### src/rtl/bus_arbiter3_if.sv
// Bus bundle between the three requesting masters and the bus_arbiter3 sequencer.
// The arbiter uses the slave modport; the master modport drives requests and data.
interface bus_arbiter3_if;
   logic [2:0]  req;
   logic [15:0] din0;
   logic [15:0] din1;
   logic [15:0] din2;
   logic [2:0]  gnt;
   logic [1:0]  sel;
   logic [2:0]  ack;
   logic [15:0] dout;
   logic        dout_valid;
   logic        dout_ready;

   modport slave (
      input  req, din0, din1, din2, dout_ready,
      output gnt, sel, ack, dout, dout_valid
   );

   modport master (
      output req, din0, din1, din2, dout_ready,
      input  gnt, sel, ack, dout, dout_valid
   );
endinterface

### src/rtl/bus_arbiter3.sv
// Round-robin arbiter/sequencer for the shared 16-bit three-master datapath port.
// Define BUS_ARBITER3_BURST_LIMIT_EN to force rotation after MAX_BURST accepted beats.
module bus_arbiter3 #(
   parameter int unsigned MAX_BURST = 4
) (
   input  logic           clk,
   input  logic           reset_n,
   bus_arbiter3_if.slave  bus
);

   typedef enum logic {S_IDLE, S_GRANT} state_t;

   state_t     state_q, state_d;
   logic [1:0] sel_q, sel_d;
   logic [1:0] last_q, last_d;
   logic [3:0] req_ext;
   logic       owner_req;
   logic       accept;
   logic       release_now;
   logic [2:0] pick_idle;
   logic [2:0] pick_rel;

`ifdef BUS_ARBITER3_BURST_LIMIT_EN
   logic [3:0] cnt_q, cnt_d;
`endif

   // MAX_BURST must fit the 4-bit beat counter.
   if (MAX_BURST == 0 || MAX_BURST > 15) begin : g_max_burst_out_of_range
   end

   // Returns {found, index}: first requester searched upward from prev+1 (mod 3).
   function automatic logic [2:0] rr_pick(input logic [2:0] req, input logic [1:0] prev);
      logic [2:0] res;
      int         j;
      res = 3'b000;
      for (int k = 3; k >= 1; k--) begin
         j = (int'(prev) + k) % 3;
         if (req[j]) res = {1'b1, 2'(j)};
      end
      return res;
   endfunction

   always_comb begin
      req_ext     = {1'b0, bus.req};
      owner_req   = (state_q == S_GRANT) && req_ext[sel_q];
      accept      = owner_req && bus.dout_ready;
      release_now = (state_q == S_GRANT) && !req_ext[sel_q];
`ifdef BUS_ARBITER3_BURST_LIMIT_EN
      release_now = release_now || (accept && (cnt_q == 4'(MAX_BURST - 1)));
`endif
      pick_idle   = rr_pick(bus.req, last_q);
      pick_rel    = rr_pick(bus.req, sel_q);

      bus.dout_valid = owner_req;
      bus.ack        = accept ? (3'b001 << sel_q) : 3'b000;
      bus.gnt        = (state_q == S_GRANT) ? (3'b001 << sel_q) : 3'b000;
      bus.sel        = sel_q;
      bus.dout       = 16'h0000;
      if (state_q == S_GRANT) begin
         case (sel_q)
            2'd0:    bus.dout = bus.din0;
            2'd1:    bus.dout = bus.din1;
            2'd2:    bus.dout = bus.din2;
            default: bus.dout = 16'h0000;
         endcase
      end
   end

   always_comb begin
      state_d = state_q;
      sel_d   = sel_q;
      last_d  = last_q;
`ifdef BUS_ARBITER3_BURST_LIMIT_EN
      cnt_d   = cnt_q;
`endif
      case (state_q)
         S_IDLE: begin
            if (pick_idle[2]) begin
               state_d = S_GRANT;
               sel_d   = pick_idle[1:0];
            end
         end
         S_GRANT: begin
            if (release_now) begin
               last_d = sel_q;
`ifdef BUS_ARBITER3_BURST_LIMIT_EN
               cnt_d  = 4'd0;
`endif
               // Handover goes straight to the next owner so no bubble appears.
               if (pick_rel[2]) begin
                  sel_d = pick_rel[1:0];
               end else begin
                  state_d = S_IDLE;
                  sel_d   = 2'd0;
               end
            end
`ifdef BUS_ARBITER3_BURST_LIMIT_EN
            else if (accept) begin
               cnt_d = cnt_q + 4'd1;
            end
`endif
         end
         default: begin
            state_d = S_IDLE;
            sel_d   = 2'd0;
         end
      endcase
   end

   always_ff @(posedge clk or negedge reset_n) begin
      if (!reset_n) begin
         state_q <= S_IDLE;
         sel_q   <= 2'd0;
         last_q  <= 2'd2;
`ifdef BUS_ARBITER3_BURST_LIMIT_EN
         cnt_q   <= 4'd0;
`endif
      end else begin
         state_q <= state_d;
         sel_q   <= sel_d;
         last_q  <= last_d;
`ifdef BUS_ARBITER3_BURST_LIMIT_EN
         cnt_q   <= cnt_d;
`endif
      end
   end

endmodule

### src/flat_wrapper.sv
// flat-port wrapper written by rule: the top's interface ports become plain ports
module bus_arbiter3_flat 
#(
   parameter int unsigned MAX_BURST = 4
)
  (clk, reset_n, bus_req, bus_din0, bus_din1, bus_din2, bus_dout_ready, bus_gnt, bus_sel, bus_ack, bus_dout, bus_dout_valid);
  bus_arbiter3_if bus_i ();
  input  logic clk;
  input  logic reset_n;
  input wire logic [$bits(bus_i.req)-1:0] bus_req;
  input wire logic [$bits(bus_i.din0)-1:0] bus_din0;
  input wire logic [$bits(bus_i.din1)-1:0] bus_din1;
  input wire logic [$bits(bus_i.din2)-1:0] bus_din2;
  input wire logic [$bits(bus_i.dout_ready)-1:0] bus_dout_ready;
  output wire logic [$bits(bus_i.gnt)-1:0] bus_gnt;
  output wire logic [$bits(bus_i.sel)-1:0] bus_sel;
  output wire logic [$bits(bus_i.ack)-1:0] bus_ack;
  output wire logic [$bits(bus_i.dout)-1:0] bus_dout;
  output wire logic [$bits(bus_i.dout_valid)-1:0] bus_dout_valid;
  assign bus_i.req = bus_req;
  assign bus_i.din0 = bus_din0;
  assign bus_i.din1 = bus_din1;
  assign bus_i.din2 = bus_din2;
  assign bus_i.dout_ready = bus_dout_ready;
  assign bus_gnt = bus_i.gnt;
  assign bus_sel = bus_i.sel;
  assign bus_ack = bus_i.ack;
  assign bus_dout = bus_i.dout;
  assign bus_dout_valid = bus_i.dout_valid;
  bus_arbiter3 #(.MAX_BURST(MAX_BURST)) u_core (.clk(clk), .reset_n(reset_n), .bus(bus_i));
endmodule
### config.mk
export PLATFORM = sky130hd
export DESIGN_NAME = bus_arbiter3_flat
export DESIGN_NICKNAME = d
export VERILOG_FILES = /design/src/rtl/bus_arbiter3_if.sv /design/src/rtl/bus_arbiter3.sv /design/src/flat_wrapper.sv
export SDC_FILE = /design/constraint.sdc
export NUM_CORES = 1
export LEC_CHECK = 0
export CORE_ASPECT_RATIO = 0.7
export CORE_UTILIZATION = 36
export CTS_CLUSTER_SIZE = 28
export DETAILED_ROUTE_END_ITERATION = 16
export MAX_ROUTING_LAYER = met4
export PLACE_DENSITY = 0.87
export REMOVE_ABC_BUFFERS = 1
export SYNTH_ARGS = -nofsm -noshare
export SYNTH_HDL_FRONTEND = slang
export SYNTH_SLANG_ARGS = --single-unit
### constraint.sdc
create_clock -name clk -period 7.2 [get_ports clk]
set_clock_uncertainty 0.2 [all_clocks]
set_input_delay 0.72 -clock clk [delete_from_list [all_inputs] [get_ports clk]]
set_output_delay 0.72 -clock clk [all_outputs]
set_load 0.1 [all_outputs]
After elaboration in Yosys (flattened, before gate mapping)
Cells that the tools add are included.
{"block": "totals", "regBits": 5, "inputBits": 54, "out_inout_bits": 25}
{"block": "op_classes", "add_sub_neg": 6, "n_div": 6, "order_cmp": 7, "n_eq_ne": 4, "shifts": 1, "muxes": 38, "bitwise_logic": 1, "n_reduce_logical": 7}
{"op": "$lt 32x4->1 const B", "n": 6}
{"op": "$mod 32x3->32 const B", "n": 6}
{"op": "$pmux 16 s3", "n": 1}
{"op": "$mux 3", "n": 8}
{"op": "$mux 1", "n": 16}
{"op": "$mux 16", "n": 1}
{"op": "$bmux 1 s2", "n": 7}
{"op": "$add 2x2->3 const B", "n": 4}
{"op": "$add 2x1->3 const B", "n": 2}
{"op": "$mux 2", "n": 3}
{"op": "$pmux 2 s2", "n": 1}
{"op": "$reduce_and 2->1", "n": 2}
{"op": "$logic_and 1x1->1", "n": 3}
{"op": "$lt 2x3->1 const B", "n": 1}
{"op": "$shl 1x2->3 const A", "n": 1}
{"op": "$eq 2x1->1 const B", "n": 1}
{"op": "$eq 2x2->1 const B", "n": 1}
{"op": "$logic_not 2->1", "n": 1}
{"op": "$ne 2x1->1 const B", "n": 1}
{"op": "$ne 2x2->1 const B", "n": 1}
{"op": "$pmux 1 s2", "n": 1}
{"op": "$logic_not 1->1", "n": 1}
{"op": "$not 1->1", "n": 1}

Logic depth before layout (Yosys ltp)
Gate-level depths: netlist (run 1).
{"block": "logic_depth", "ltp_word": 11, "mapped_depth": 8}

Worst setup path before layout (run 1)
OpenSTA, ideal clock, no wires.
{"block": "synth_timing", "kind": "register -> output", "startpoint": "register u_core.sel_q[1], in the netlist u_core.bus.sel[1]", "endpoint": "output bus_dout[10]", "t_arrival_ps": 3241, "required_ps": 6280, "setup_slack_ps": 3039, "stages_incl_launch_ff": 6, "path_buffers": 2, "path_cell_list": "dfrtp_1 -> ha_1 -> clkbuf_1 -> clkbuf_1 -> a222oi_1 -> nor2_1"}
{"block": "synth_between", "elab_chain_len": 3, "word_cells_on_any_way": 5, "cone_classes": "eq/ne (2); mux (2); reduce/logical (1)"}
{"item": "start: declaration", "line_no": "bus_arbiter3.sv:14", "rtl": "logic [1:0] sel_q, sel_d;"}
{"item": "start signal: assignment", "line_no": "bus_arbiter3.sv:120", "rtl": "sel_q <= sel_d;"}
{"item": "$eq 2x2->1 (tied with other cells)", "line_no": "bus_arbiter3.sv:60", "rtl": "case (sel_q)"}
{"item": "$pmux 16 s3 *", "line_no": "bus_arbiter3.sv:60"}
{"item": "$mux 16 *", "line_no": "bus_arbiter3.sv:59", "rtl": "if (state_q == S_GRANT) begin"}
{"item": "end: declaration", "line_no": "flat_wrapper.sv:18", "rtl": "output wire logic [$bits(bus_i.dout)-1:0] bus_dout;"}
Mark *: on every way between the ends. The rest lies on a longest branch, timed or not.

Worst setup path after layout (run 1)
{"block": "layout_timing", "startpoint": "input bus_req[1]", "endpoint": "output bus_ack[1]"}
{"block": "layout_between", "elab_chain_len": 5}
{"item": "start: declaration", "line_no": "flat_wrapper.sv:10", "rtl": "input wire logic [$bits(bus_i.req)-1:0] bus_req;"}
{"item": "$bmux 1 s2", "line_no": "bus_arbiter3.sv:45", "rtl": "owner_req = (state_q == S_GRANT) && req_ext[sel_q];"}
{"item": "$mux 1 (not written as such)", "line_no": "bus_arbiter3.sv:45"}
{"item": "$logic_and 1x1->1", "line_no": "bus_arbiter3.sv:45"}
{"item": "$logic_and 1x1->1", "line_no": "bus_arbiter3.sv:46", "rtl": "accept = owner_req && bus.dout_ready;"}
{"item": "$mux 3", "line_no": "bus_arbiter3.sv:55", "rtl": "bus.ack = accept ? (3'b001 << sel_q) : 3'b000;"}
{"item": "end: declaration", "line_no": "flat_wrapper.sv:17", "rtl": "output wire logic [$bits(bus_i.ack)-1:0] bus_ack;"}
Every way passes these cells. The select of a mux whose other input is x is not followed.

==> results of run 1 <==
path summary, 6_finish.rpt:
kind	to	start	cells after the start	slack, ps
worst max-delay path	bus_ack[1]	bus_req[1]	6	3010
worst min-delay path	u_core.last_q[1]	u_core.last_q[1]	2	320
worst max register to register	u_core.bus.sel[1]	u_core.bus.sel[0]	7	4470
worst min register to register	u_core.last_q[1]	u_core.last_q[1]	2	320
max in group asynchronous	u_core.last_q[1]	reset_n	1	6020
min in group asynchronous	u_core.state_q	reset_n	1	530
kinds of logic after synthesis:
logic type,after synthesis,share of synthesized area (%)
mux,5,6.11
buf+inv,21,9.54
flops,5,12.9
compound gates,44,36.5
simple gates,45,23.5
fa+ha+maj,9,11.5
stage by stage:
step           hold slack (ps)  util [%]
2_1_floorplan              224         -
3_3_place_gp               290      69.5
3_5_place_dp               321      69.5
4_1_cts                    326      71.2
5_1_grt                    354      71.2
6_report                   321      71.2
synthesized netlist by cell type, drive strengths merged (2+ instances only):
cell	n
ha	9
and2	5
inv	9
o21ai	8
and3	3
mux2i	3
o22ai	2
nor2	17
buf	2
clkbuf	10
nand2	5
dfrtp	4
nand2b	5
a2111o	2
a221oi	3
a222oi	16
nor2b	6
o21a	2
mux2	2
a21oi	3
worst reg2reg max path, cell delays in order (launching register included):
cell       delay, ps
dfrtp_1          480
inv_1            180
ha_1             660
nand2b_1         190
a2111oi_0        430
o31ai_1          130
o311ai_0         160
mux2_4           230
flip-flops by register name, summed over array words and instances (netlist names):
signal / count
u_core.bus.sel: 2
u_core.last_q: 2
u_core.state_q: 1
routing by layer:
layer,track usage (%),vias up,share of wire (%)
met2,41.7,50,53
met5,-,-,0
met1,33.5,651,42
li1,-,636,-
met3,2.75,2,5.1
met4,4.44,0,0.31
area by class of cell:
type,instances,area [sq um]
Sequential cell,5,126
Timing Repair Buffer,78,781
Multi-Input combinational cell,103,763
Clock buffer,4,45.0
Inverter,9,33.8
Fill cell,205,723
Tap cell,34,42.5
==> impl_metrics.csv, run 1 <==
group,metric,value,unit
worst_setup_path,crit_slowest_cell,"clkdlybuf4s50_1",
layout,drive_gt1_share,4.02,%
routing,drt-total-wl,3.85,mm
yosys,synth_edf_count,0,
place,place_area,0.00175,sq mm
place,io_buffers,78,
sta,worst_slew_pin_slew,1000,ps
layout,layout.nets,263,
sta,fmax,239,MHz
worst_hold_path,hold_path.class,"reg2reg",
floorplan,core,0.00251,sq mm
routing,post-route-drc-count,0,
grt,grt_pass1_vias,1136,
yosys,synthFlopType,"dfrtp_1",
worst_setup_path,crit_chain,"clkdlybuf4s50_1 > mux2i_1 > o21ai_0 > and2_1 > and3_1 > clkdlybuf4s50_1",
sta,setup_slack,3010,ps
floorplan,initial_core_util,39.1,%
sta,final.period_utilization,58.2,%
clock_tree,cts_buffer_depth,2,
worst_setup_path,crit_arrival,3270,ps
sta,relSlewSlack,33.1,%
layout,final_cells,233,
worst_setup_path,critPathMaxFanout,10,
floorplan,dieWidth,64.5,um
yosys,synthArstFlopShare,100,%
floorplan,ios,79,
grt,grt_pass1_wl,5.53,mm
place,dp_hpwl,2.95,mm
worst_setup_path,cpLargestDelayFamily,"buffers and inverters",
yosys,synthTopCellsByArea,"a222oi_1 16%, ha_1 11%, dfrtp_1 10%, nor2_1 6.5%, o21ai_0 4.1%",
floorplan,fp-row-count,15,
routing,ant_nets,0,
sta,slew_violations,0,
worst_setup_path,cp_common_cell,"clkdlybuf4s50_1",
grt,track_usage,25.1,%
grt,grt_antenna_before_repair,0,
clock_tree,htree_levels,1,
routing,routedWlPerCell,16.5,um
yosys,synth_warnings,0,
routing,first_iter_violations,151,
yosys,synthDistinctLibCells,34,
layout,area_delta_synth_final,82.2,%
floorplan,die_y,45.7,um
yosys,yosysTopAreaCell,"a222oi_1",
place,dp_slack,3010,ps
place,place.gp.congestion,0.869,
yosys,synth_area,983,sq um
place,placed_cells,229,
layout,final_common_cell,"clkdlybuf4s50_1",
sta,hold_violations,0,
grt,grt_start_max_net_pins,24,
sta,setup_viol,0,
layout,n_antenna_cell,0,
clock_tree,cts.reportedPaths.clkPinSlew,40,ps
clock_tree,cts_sinks,5,
worst_setup_path,critical-path-max-stage-delay,1140,ps
grt,overflow,0,
clock_tree,clk_latency,220,ps
flow_run,max-cap-violations,0,
yosys,ys_seq_area_share,12.8,%
worst_setup_path,cp_num_buf_inv,2,
layout,design_area,0.00179,sq mm
clock_tree,numCtsBuffers,3,
routing,vias_per_cell,5.75,
yosys,avgSynthCellArea,7.62,sq um
sta,tns,0,ps
routing,route.vias.total,1339,
outcome,outcome,"finished clean",
yosys,synth.top_cell.area_share,16.3,%
worst_setup_path,start_kind,"input pin",
clock_tree,clockRootBuffer,"clkbuf_8",
floorplan,dieArea,0.00295,sq mm
worst_setup_path,critPathRequiredTime,6280,ps
worst_setup_path,worst_setup_path_end_kind,"output port",
clock_tree,cts_resized,0,
sta,grt_setup_unrepaired,"false",
sta,final.min_clock_period,4190,ps
clock_tree,post-cts-setup-buffers,0,
layout,layout_common_cells,"78 x clkdlybuf4s50_1, 17 x nor2_1, 16 x a222oi_1, 9 x inv_1, 9 x ha_1",
clock_tree,cts_tree,"done",
worst_setup_path,critPathKind,"in2out",
clock_tree,hold_buffers,0,
yosys,synth_cells,129,
yosys,ys_seq_elements,5,
routing,dr.pass1.iters,5,
Power of run 1 is not shown: default switching activity piles up to over one toggle a cycle in this logic, so the estimate is an artifact.
==> run 2, diff against run 1 <==
CORE_UTILIZATION = 30   (was 36)
PLACE_DENSITY = 0.77   (was 0.87)
clock period = 3.45 ns   (was 7.2 ns; I/O delays follow)
==> run 2 against run 1 <==
Worst hold slack lost 180 ps. Critical path depth shrank 1. Sequential share of layout area grew 0.20 points. Cell count grew 1.3%. Die area grew 19%. Core utilization shrank 12 points. Sequential cell count is the same. Critical endpoint is now bus_dout[10]. Largest cell class is now multi-input gates. Highest routed layer unchanged.
==> impl_metrics.csv, run 2 (synthesis results as in run 1) <==
group,metric,value,unit
floorplan,dieWidth,70.4,um
clock_tree,numCtsBuffers,3,
routing,dr.pass1.iters,6,
sta,fmax,356,MHz
place,dp_hpwl,3.13,mm
worst_setup_path,crit_chain,"inv_1 > ha_1 > a222oi_1 > nor2_1 > buf_4",
clock_tree,htree_levels,1,
layout,layout_common_cells,"54 x clkdlybuf4s50_1, 25 x buf_4, 17 x nor2_1, 16 x a222oi_1",
routing,first_iter_violations,148,
place,placed_cells,232,
grt,grt_pass1_vias,1239,
layout,layout.nets,264,
layout,drive_gt1_share,16.5,%
floorplan,dieArea,0.00351,sq mm
floorplan,die_y,49.9,um
sta,slew_violations,0,
sta,hold_violations,0,
worst_setup_path,worst_setup_path_end_kind,"output port",
grt,grt_antenna_before_repair,0,
clock_tree,hold_buffers,0,
routing,routedWlPerCell,16.7,um
worst_setup_path,critical-path-max-stage-delay,700,ps
layout,utilization,59.2,%
clock_tree,clockRootBuffer,"clkbuf_8",
floorplan,core,0.00294,sq mm
grt,grt_pass1_wl,6.12,mm
worst_setup_path,critPathMaxFanout,23,
worst_setup_path,crit_slowest_cell,"ha_1",
worst_setup_path,start_kind,"flop",
clock_tree,clk_latency,220,ps
worst_setup_path,critPathKind,"reg2out",
floorplan,fp-row-count,16,
place,place.gp.congestion,0.859,
sta,final.period_utilization,81.4,%
floorplan,initial_core_util,33.4,%
clock_tree,cts_tree,"done",
grt,track_usage,22.5,%
grt,overflow,0,
place,io_buffers,78,
outcome,outcome,"finished clean",
layout,final_cells,236,
layout,nFillCells,258,
layout,multi_input_area,763,sq um
layout,final_common_cell,"clkdlybuf4s50_1",
layout,area_delta_synth_final,77.1,%
floorplan,ios,79,
grt,grt_start_max_net_pins,24,
routing,vias_per_cell,5.65,
worst_setup_path,cp_num_buf_inv,2,
clock_tree,cts_buffer_depth,2,
worst_setup_path,crit_arrival,2260,ps
worst_hold_path,hold_path.class,"in2async",
sta,worst_slew_pin_slew,978,ps
layout,n_antenna_cell,0,
clock_tree,post-cts-setup-buffers,0,
sta,grt_setup_unrepaired,"false",
routing,drt-total-wl,3.95,mm
layout,seq_area,126,sq um
worst_setup_path,critPathRequiredTime,2900,ps
sta,hold_slack,146,ps
clock_tree,cts.reportedPaths.clkPinSlew,40,ps
sta,relSlewSlack,34.6,%
clock_tree,cts_resized,0,
sta,final.min_clock_period,2810,ps
flow_run,max-cap-violations,0,
routing,post-route-drc-count,0,
routing,ant_nets,0,
sta,tns,0,ps
sta,setup_viol,0,
routing,route.vias.total,1334,
clock_tree,cts_sinks,5,
worst_setup_path,cpLargestDelayFamily,"adder cells",
run 2: through the flow:
stage                     worst slack (ps)  area [sq um]
final                                  641          1740
after detailed placement               849          1700
after floorplan                       -216           923
after global placement                 891          1700
after global routing                   487          1740
after CTS                              677          1740
run 2: per-layer routing:
layer  vias to the layer above  share of wire (%)  GRT usage [%]
met5                         -                  0              -
met4                         0                1.6           7.33
met3                         6                3.3           3.07
met2                        45                 54           37.8
met1                       645                 41           27.9
li1                        638                  -              -
run 2: final timing paths:
check	endpoint	depth (start not counted)	startpoint	slack [ps]
max reg2reg	u_core.bus.sel[1]	7	u_core.bus.sel[0]	900
max in group asynchronous	u_core.last_q[1]	1	reset_n	2650
min	u_core.bus.sel[1]	1	reset_n	150
max	bus_dout[10]	5	u_core.bus.sel[1]	640
min reg2reg	u_core.last_q[1]	2	u_core.last_q[1]	300
min in group clk	u_core.last_q[1]	2	u_core.last_q[1]	300
run 2: final cells by class:
type	count	area share, %
clock buffers	4	2.59
inverters	9	1.94
multi-input cells	103	43.8
flip-flops and latches	5	7.26
well taps	36	2.59
repair buffers	79	41.8
Power of run 2 is left out for the same reason.
==> run 3, diff against run 2 <==
CORE_UTILIZATION = 33   (was 30)
PLACE_DENSITY = 0.81   (was 0.77)
clock period = 2.9 ns   (was 3.45 ns; I/O delays follow)
==> run 3 against run 2 <==
Non-clock buffer count is 1 higher. Setup slack worse by 360 ps. Worst hold slack worse by 61 ps. Cell count is 0.42% higher. Register-to-register slack worse by 520 ps. First-iteration DRC count is 12% lower. Die area is 8.8% lower.
==> impl_metrics.csv, run 3 (synthesis results as in run 1) <==
group,metric,value,unit
outcome,outcome,"finished clean",
layout,nFillCells,193,
sta,slew_violations,0,
flow_run,max-cap-violations,0,
layout,layout.nets,265,
grt,track_usage,23.7,%
layout,drive_gt1_share,17.9,%
worst_setup_path,crit_arrival,2130,ps
clock_tree,hold_buffers,0,
floorplan,core,0.00282,sq mm
routing,met2_wirelength,1.89,mm
floorplan,dieArea,0.00321,sq mm
sta,final.min_clock_period,2620,ps
layout,design_area,0.00204,sq mm
clock_tree,post-cts-setup-buffers,0,
sta,setup_viol,0,
layout,layout_common_cells,"53 x clkdlybuf4s50_1, 23 x buf_12, 17 x nor2_1, 16 x a222oi_1, 9 x inv_1",
grt,grt_pass1_wl,5.62,mm
sta,fmax,381,MHz
layout,final_cells,237,
routing,route.vias.total,1320,
grt,grt_pass1_vias,1192,
place,dp_hpwl,2.87,mm
place,place_area,0.00199,sq mm
routing,routedWlPerCell,15.6,um
clock_tree,clockRootBuffer,"clkbuf_8",
clock_tree,cts.reportedPaths.clkPinSlew,40,ps
routing,post-route-drc-count,0,
routing,ant_nets,0,
worst_hold_path,hold_path.class,"in2async",
worst_setup_path,r2r_slack,380,ps
floorplan,die_y,47.7,um
place,place.gp.congestion,0.923,
layout,final_common_cell,"clkdlybuf4s50_1",
routing,wl_met1,1.65,mm
worst_setup_path,critPathMaxFanout,17,
routing,top_layer_used,"met3",
worst_setup_path,start_kind,"flop",
routing,drt-total-wl,3.70,mm
clock_tree,clk_latency,220,ps
place,placed_cells,233,
layout,multi_input_area,766,sq um
worst_setup_path,r2r-start,"u_core.last_q[1]",
clock_tree,numCtsBuffers,3,
place,io_buffers,78,
worst_setup_path,worst_r2r_endpoint,"u_core.bus.sel[1]",
floorplan,initial_core_util,34.8,%
grt,grt_start_max_net_pins,24,
routing,first_iter_violations,130,
clock_tree,cts_tree,"done",
routing,wl_met3,161,um
worst_setup_path,endpoint,"bus_dout[11]",
floorplan,dieWidth,67.3,um
worst_setup_path,critPathKind,"reg2out",
floorplan,ios,79,
worst_setup_path,rr_worst_depth,6,
sta,relSlewSlack,57.5,%
sta,tns,0,ps
routing,vias_per_cell,5.57,
clock_tree,htree_levels,1,
worst_setup_path,worst_setup_path_end_kind,"output port",
grt,overflow,0,
floorplan,fp-row-count,16,
clock_tree,cts_buffer_depth,2,
sta,final.period_utilization,90.4,%
clock_tree,cts_sinks,5,
routing,dr.pass1.iters,6,
sta,hold_violations,0,
worst_setup_path,critPathRequiredTime,2410,ps
sta,grt_setup_unrepaired,"false",
sta,worst_slew_pin_slew,638,ps
layout,n_antenna_cell,0,
layout,seq_area,126,sq um
worst_setup_path,crit_start,"u_core.bus.sel[0]",
layout,area_delta_synth_final,107,%
grt,grt_antenna_before_repair,0,
[run 3: cell count changes in the layout (fill, tap and decap cells not counted)]
cell	change
buf_12	+23
clkdlybuf4s50_1	-1
ha_2	+1
ha_1	-1
buf_4	-21
[run 3: cell type report]
type / count / area share, %
Inverter: 9 / 1.66
Sequential cell: 5 / 6.20
Multi-Input combinational cell: 103 / 37.6
Timing Repair Buffer: 80 / 50.1
Tap cell: 36 / 2.21
Clock buffer: 4 / 2.21
[run 3: what timing repair did]
action | CTS | global route
setup endpoints to repair | 0 | 6
hold endpoints to repair | 0 | 0
gates resized for setup | 0 | 1
[run 3: stage by stage]
step / setup slack, ps / hold slack (ps) / utilization (%)
finish: 278 / 85.0 / 72.2
global route: 109 / 105 / 72.2
CTS: 141 / 91.4 / 72.1
detailed placement: 353 / 314 / 70.5
global placement: 433 / 322 / 70.5
floorplan: -711 / -206 / -
[run 3: worst min-delay path by stage]
stage	to	start	depth (start not counted)	slack [ps]
2_1_floorplan	u_core.bus.sel[0]	reset_n	0	-210
3_3_place_gp	u_core.state_q	reset_n	1	320
3_5_place_dp	u_core.last_q[1]	u_core.last_q[1]	2	310
4_1_cts	u_core.bus.sel[1]	reset_n	1	90
5_1_grt	u_core.bus.sel[1]	reset_n	1	110
6_report	u_core.bus.sel[1]	reset_n	1	80
[run 3: worst max-delay path, cell delays in order, from the launching register on]
cell and delay (ps):
dfrtp_1 510, inv_1 160, ha_1 450, a222oi_1 450, nor2_1 130, buf_12 210
[run 3: routing by layer]
metal  track usage [%]  vias to the layer above
met1              33.0                      640
met2              35.8                       40
met5                 -                        -
li1                  -                      640
met4              5.96                        0
met3              3.57                        0
Power of run 3 is left out for the same reason.
